<file path="src/rtl/product_accumulator_if.sv">
// Handshake bundle between the multiplier, the product accumulator and the sum consumer.
// The master side drives terms and consumes sums; the slave side is the accumulator.
interface product_accumulator_if #(
    parameter int ACC_W = 16
);
    logic [7:0]       p;
    logic             pValid;
    logic             pReady;
    logic             clear;
    logic [ACC_W-1:0] sum;
    logic             sumValid;
    logic             sumReady;
    logic [3:0]       count;
    logic             overflow;

    modport master (
        output p, pValid, clear, sumReady,
        input  pReady, sum, sumValid, count, overflow
    );

    modport slave (
        input  p, pValid, clear, sumReady,
        output pReady, sum, sumValid, count, overflow
    );
endinterface

</file>
<file path="src/rtl/product_accumulator.sv">
// Sums N_TERMS unsigned 8-bit products into an ACC_W-bit accumulator and presents the batch total.
// Optional feature: define ACC_SAT_EN to saturate Sum to all ones on overflow instead of wrapping.
module product_accumulator #(
    parameter int N_TERMS = 4,
    parameter int ACC_W   = 16
) (
    input logic                 clk_i,
    input logic                 rst_i,
    product_accumulator_if.slave bus
);

    typedef enum logic {
        ACCUM,
        DONE
    } state_e;

    localparam logic [3:0] LAST = 4'(N_TERMS - 1);

    state_e           state_q, state_d;
    logic [ACC_W-1:0] sum_q, sum_d;
    logic [3:0]       count_q, count_d;
    logic             ovf_q, ovf_d;
    logic [ACC_W:0]   addFull;

    always_ff @(posedge clk_i or posedge rst_i) begin
        if (rst_i) begin
            state_q <= ACCUM;
            sum_q   <= '0;
            count_q <= '0;
            ovf_q   <= 1'b0;
        end else begin
            state_q <= state_d;
            sum_q   <= sum_d;
            count_q <= count_d;
            ovf_q   <= ovf_d;
        end
    end

    // Clear outranks both a term handshake and a consume in the same cycle.
    always_comb begin
        state_d = state_q;
        sum_d   = sum_q;
        count_d = count_q;
        ovf_d   = ovf_q;
        addFull = {1'b0, sum_q} + {{(ACC_W - 7){1'b0}}, bus.p};
        if (bus.clear) begin
            state_d = ACCUM;
            sum_d   = '0;
            count_d = '0;
            ovf_d   = 1'b0;
        end else begin
            case (state_q)
                ACCUM: begin
                    if (bus.pValid) begin
                        count_d = count_q + 4'd1;
                        ovf_d   = ovf_q | addFull[ACC_W];
`ifdef ACC_SAT_EN
                        sum_d   = ovf_d ? '1 : addFull[ACC_W-1:0];
`else
                        sum_d   = addFull[ACC_W-1:0];
`endif
                        if (count_q == LAST) begin
                            state_d = DONE;
                        end
                    end
                end
                DONE: begin
                    if (bus.sumReady) begin
                        state_d = ACCUM;
                        sum_d   = '0;
                        count_d = '0;
                        ovf_d   = 1'b0;
                    end
                end
            endcase
        end
    end

    always_comb begin
        bus.pReady   = (state_q == ACCUM);
        bus.sumValid = (state_q == DONE);
        bus.sum      = sum_q;
        bus.count    = count_q;
        bus.overflow = ovf_q;
    end

endmodule
</file>
<file path="src/flat_wrapper.sv">
// flat-port wrapper written by rule: the top's interface ports become plain ports
module product_accumulator_flat 
#(
    parameter int N_TERMS = 4,
    parameter int ACC_W   = 16
)
  (clk_i, rst_i, bus_p, bus_pValid, bus_clear, bus_sumReady, bus_pReady, bus_sum, bus_sumValid, bus_count, bus_overflow);
  product_accumulator_if #(.ACC_W(ACC_W)) bus_i ();
  input logic clk_i;
  input logic rst_i;
  input wire logic [$bits(bus_i.p)-1:0] bus_p;
  input wire logic [$bits(bus_i.pValid)-1:0] bus_pValid;
  input wire logic [$bits(bus_i.clear)-1:0] bus_clear;
  input wire logic [$bits(bus_i.sumReady)-1:0] bus_sumReady;
  output wire logic [$bits(bus_i.pReady)-1:0] bus_pReady;
  output wire logic [$bits(bus_i.sum)-1:0] bus_sum;
  output wire logic [$bits(bus_i.sumValid)-1:0] bus_sumValid;
  output wire logic [$bits(bus_i.count)-1:0] bus_count;
  output wire logic [$bits(bus_i.overflow)-1:0] bus_overflow;
  assign bus_i.p = bus_p;
  assign bus_i.pValid = bus_pValid;
  assign bus_i.clear = bus_clear;
  assign bus_i.sumReady = bus_sumReady;
  assign bus_pReady = bus_i.pReady;
  assign bus_sum = bus_i.sum;
  assign bus_sumValid = bus_i.sumValid;
  assign bus_count = bus_i.count;
  assign bus_overflow = bus_i.overflow;
  product_accumulator #(.N_TERMS(N_TERMS), .ACC_W(ACC_W)) u_core (.clk_i(clk_i), .rst_i(rst_i), .bus(bus_i));
endmodule
</file>
<file path="config.mk">
export PLATFORM = sky130hd
export DESIGN_NAME = product_accumulator_flat
export DESIGN_NICKNAME = d
export VERILOG_FILES = /design/src/rtl/product_accumulator_if.sv /design/src/rtl/product_accumulator.sv /design/src/flat_wrapper.sv
export SDC_FILE = /design/constraint.sdc
export NUM_CORES = 1
export LEC_CHECK = 0
export BUFFER_PORTS_ARGS = -buffer_cell sky130_fd_sc_hd__buf_2
export CORE_MARGIN = 1.5
export CORE_UTILIZATION = 40
export CTS_BUF_LIST = sky130_fd_sc_hd__clkbuf_8
export DETAILED_ROUTE_END_ITERATION = 10
export PLACE_DENSITY = 0.73
export SLEW_MARGIN = 20
export SYNTH_ARGS = -nofsm -noshare
export SYNTH_HDL_FRONTEND = slang
export SYNTH_SLANG_ARGS = --single-unit
</file>
<file path="constraint.sdc">
create_clock -name clk_i -period 4.7 [get_ports clk_i]
set_input_delay 0 -clock clk_i [delete_from_list [all_inputs] [get_ports clk_i]]
set_output_delay 0 -clock clk_i [all_outputs]
set_load 0.1 [all_outputs]
</file>
==> flow_summary.yaml <==
outcome:
  status: "complete, no violations"
timing:
  hold_viol_final: 0
  final.min_clock_period_ns: 2.28
  max_freq_ghz: 0.439
  setup_viol_count_final: 0
  rsz0062_at_grt: "false"
  clock_skew_ns: 0.00593
  finalCritPeriodShare: 0.485
  worstMarginPinSlew_ns: 0.923
  setup_tns_ns: 0
  max_slew_margin: 0.383
  drv_slew: 0
clock_tree:
  cts_tree: "yes"
  insertion_delay_ns: 0.26
  clockBufferDepth: 2
  clock_sinks: 22
  cts_root_buf: "clkbuf_8"
  clkTransAtPathRegs_ns: 0.08
  htree_num_levels: 1
  cts_buffers: 3
setup_path:
  startpoint_type: "flip-flop"
  worst_path_max_delay_cell: "fa_1"
  crit_required_ns: 4.89
  r2r_setup_slack_ns: 2.42
  reg2reg_to: "u_core.bus.sum[12]"
  crit_path_end: "u_core.bus.sum[12]"
  crit_top_cell: "a21oi_1"
  critPathKind: "flip-flop to flip-flop"
  worstPathCellList: "ha_1, inv_1, fa_1, nand2b_1, a21oi_1, o31ai_1, or3_1, a21oi_1"
  path_max_fanout: 7
  end_kind: "flip-flop"
  r2r_start: "u_core.bus.sum[0]"
  slowest_delay_ns: 0.40
  rr_worst_depth: 8
  startpoint: "u_core.bus.sum[0]"
  cp.arrival_ns: 2.47
placed_design:
  io_buffers: 35
  place_area_um2: 1580
  gp_congestion: 0.823
  hpwlAfterDp_mm: 2.42
floorplan:
  chipHeight_um: 61.3
  core-area_um2: 3150
  rows: 20
  ios: 36
  die_w_um: 61.3
  start_util: 0.431
  dieArea_um2: 3760
detailed_routing:
  wl_per_cell_um: 13.8
  drt-initial-drc-count: 38
  drc: 0
  num_vias: 1280
  antenna_left: 0
  drt-pass1-iter-count: 4
  via_per_inst: 5.49
  drt-total-wl_mm: 3.21
logic_synthesis:
  netlist_area_um2: 1360
  yosys.area.top_type: "dfrtp_1"
  ys_seq_area_frac: 0.405
  synth_flop_cell: "dfrtp_1"
  async_flop_share: 1.00
  synth.most_common_cell: "dfrtp_1"
  postSynthNetCount: 173
  ys_ff_latch: 22
  ys.warnings.count: 0
  syn_inst: 150
  synth_common_cells: "dfrtp_1 (22), nand2_1 (17), a21oi_1 (16), ha_1 (9)"
  synth.avg_cell_area_um2: 9.07
  yosysTopAreaCellShare: 0.405
  yosys-top-cells-area: "dfrtp_1 (40%), ha_1 (8.3%), a21oi_1 (5.9%)"
  synth-edff-count: 0
  synth_cell_types: 37
flow_run:
  max-cap-violations: 0
final_layout:
  fin_nets: 213
  post-route-util: 0.526
  syn_to_final_growth_pct: 21.9
  stdcell_area_um2: 1660
  layout-drive-gt1-share: 0.233
  antenna_cells: 0
  fillers: 305
global_routing:
  grt_pass1_wl_mm: 5.34
  antenna_found_initial: 0
  grt_usage: 0.187
  grt_pass1_vias: 1203
  grt_max_degree: 23
  globalRouteOverflowTotal: 0
pwr:
  leakagePower_nw: 0.828
  powerDensity_nw_per_um2: 354
  ir_worst_vdd_uv: 235
hold_path:
  hp-class: "input pin to flip-flop"
==> how the worst min path moves through the flow <==
stage | startpoint | endpoint | slack, ns | cells past startpoint
2_1_floorplan | rst_i | u_core.bus.count[0] | -0.01 | 1
3_3_place_gp | rst_i | u_core.bus.sum[3] | 0.21 | 2
3_5_place_dp | rst_i | u_core.bus.sum[1] | 0.22 | 2
4_1_cts | bus_pValid | u_core.bus.sumValid | 0.07 | 3
5_1_grt | bus_pValid | u_core.bus.sumValid | 0.08 | 3
6_report | bus_pValid | u_core.bus.sumValid | 0.07 | 3
==> what timing repair did <==
item / in CTS / in global routing
resized for setup: 0 / 0
hold endpoints to repair: 24 / 0
buffers inserted: 0 / 0
hold buffers: 2 / 0
==> layer usage <==
metal,routed length (µm),up-vias,GRT usage
li1,-,623,-
met1,1380,595,0.243
met2,1520,58,0.321
met3,284,4,0.0462
met4,14,0,0.0280
met5,0,-,0
==> final cells by class <==
class	instances	area [µm²]	area share
multi-input cells	118	772	0.466
repair buffers	37	195	0.118
well taps	44	55.1	0.0332
clock buffers	4	55.1	0.0332
flip-flops and latches	22	551	0.332
inverters	8	30.0	0.0181
==> worst max-delay path, delay by kind of cell (launching register included) <==
family	cells	cell delay [ns]
fa+ha+maj	2	0.61
compound gates	3	0.58
simple gates	2	0.57
flops	1	0.38
buf+inv	1	0.06
==> where the power goes <==
part / switching, mW / total [mW] / leakage [nW] / internal, mW
logic: 0.178 / 0.236 / 0.499 / 0.0580
registers: 0.0130 / 0.216 / 0.300 / 0.203
clock network: 0.0617 / 0.136 / 0.0288 / 0.0747
total: 0.252 / 0.588 / 0.828 / 0.335
==> kinds of logic (layout without fill, tap and decap cells) <==
group,count (synthesis),in the layout,share of synthesized area
compound gates,50,50,0.231
xor+xnor,8,8,0.0515
fa+ha+maj,10,10,0.0975
buf+inv,10,49,0.0276
flops,22,22,0.405
mux,1,1,0.00736
simple gates,49,49,0.180
==> stage by stage <==
step                      total power, mW  hold WS (ns)  cells  setup slack (ns)
after detailed placement            0.453         0.220    227              2.45
after CTS                           0.592        0.0697    233              2.42
after global routing                0.620        0.0835    233              2.24
after floorplan                     0.410       -0.0108    150              1.97
after global placement              0.449         0.213    227              2.60
final                               0.588        0.0731    233              2.42
==> registers in the layout, indices dropped and copies added, names as in the netlist <==
name / cells
u_core.bus.sum: 16
u_core.bus.count: 4
u_core.bus.overflow: 1
u_core.bus.sumValid: 1
==> layout by cell type, fill, tap and decap left out, drive strengths merged, types with 3 or more instances in the layout <==
cell    Yosys  final
buf         0     35
dfrtp      22     22
nand2      17     17
a21oi      16     16
o21ai      13     13
ha          9      9
nor2        8      8
inv         8      8
xor2        7      7
nand3       7      7
a21o        7      7
nand2b      4      4
clkbuf      2      4
or3         3      3
No activity file was read; power rests on OpenSTA's default activity.
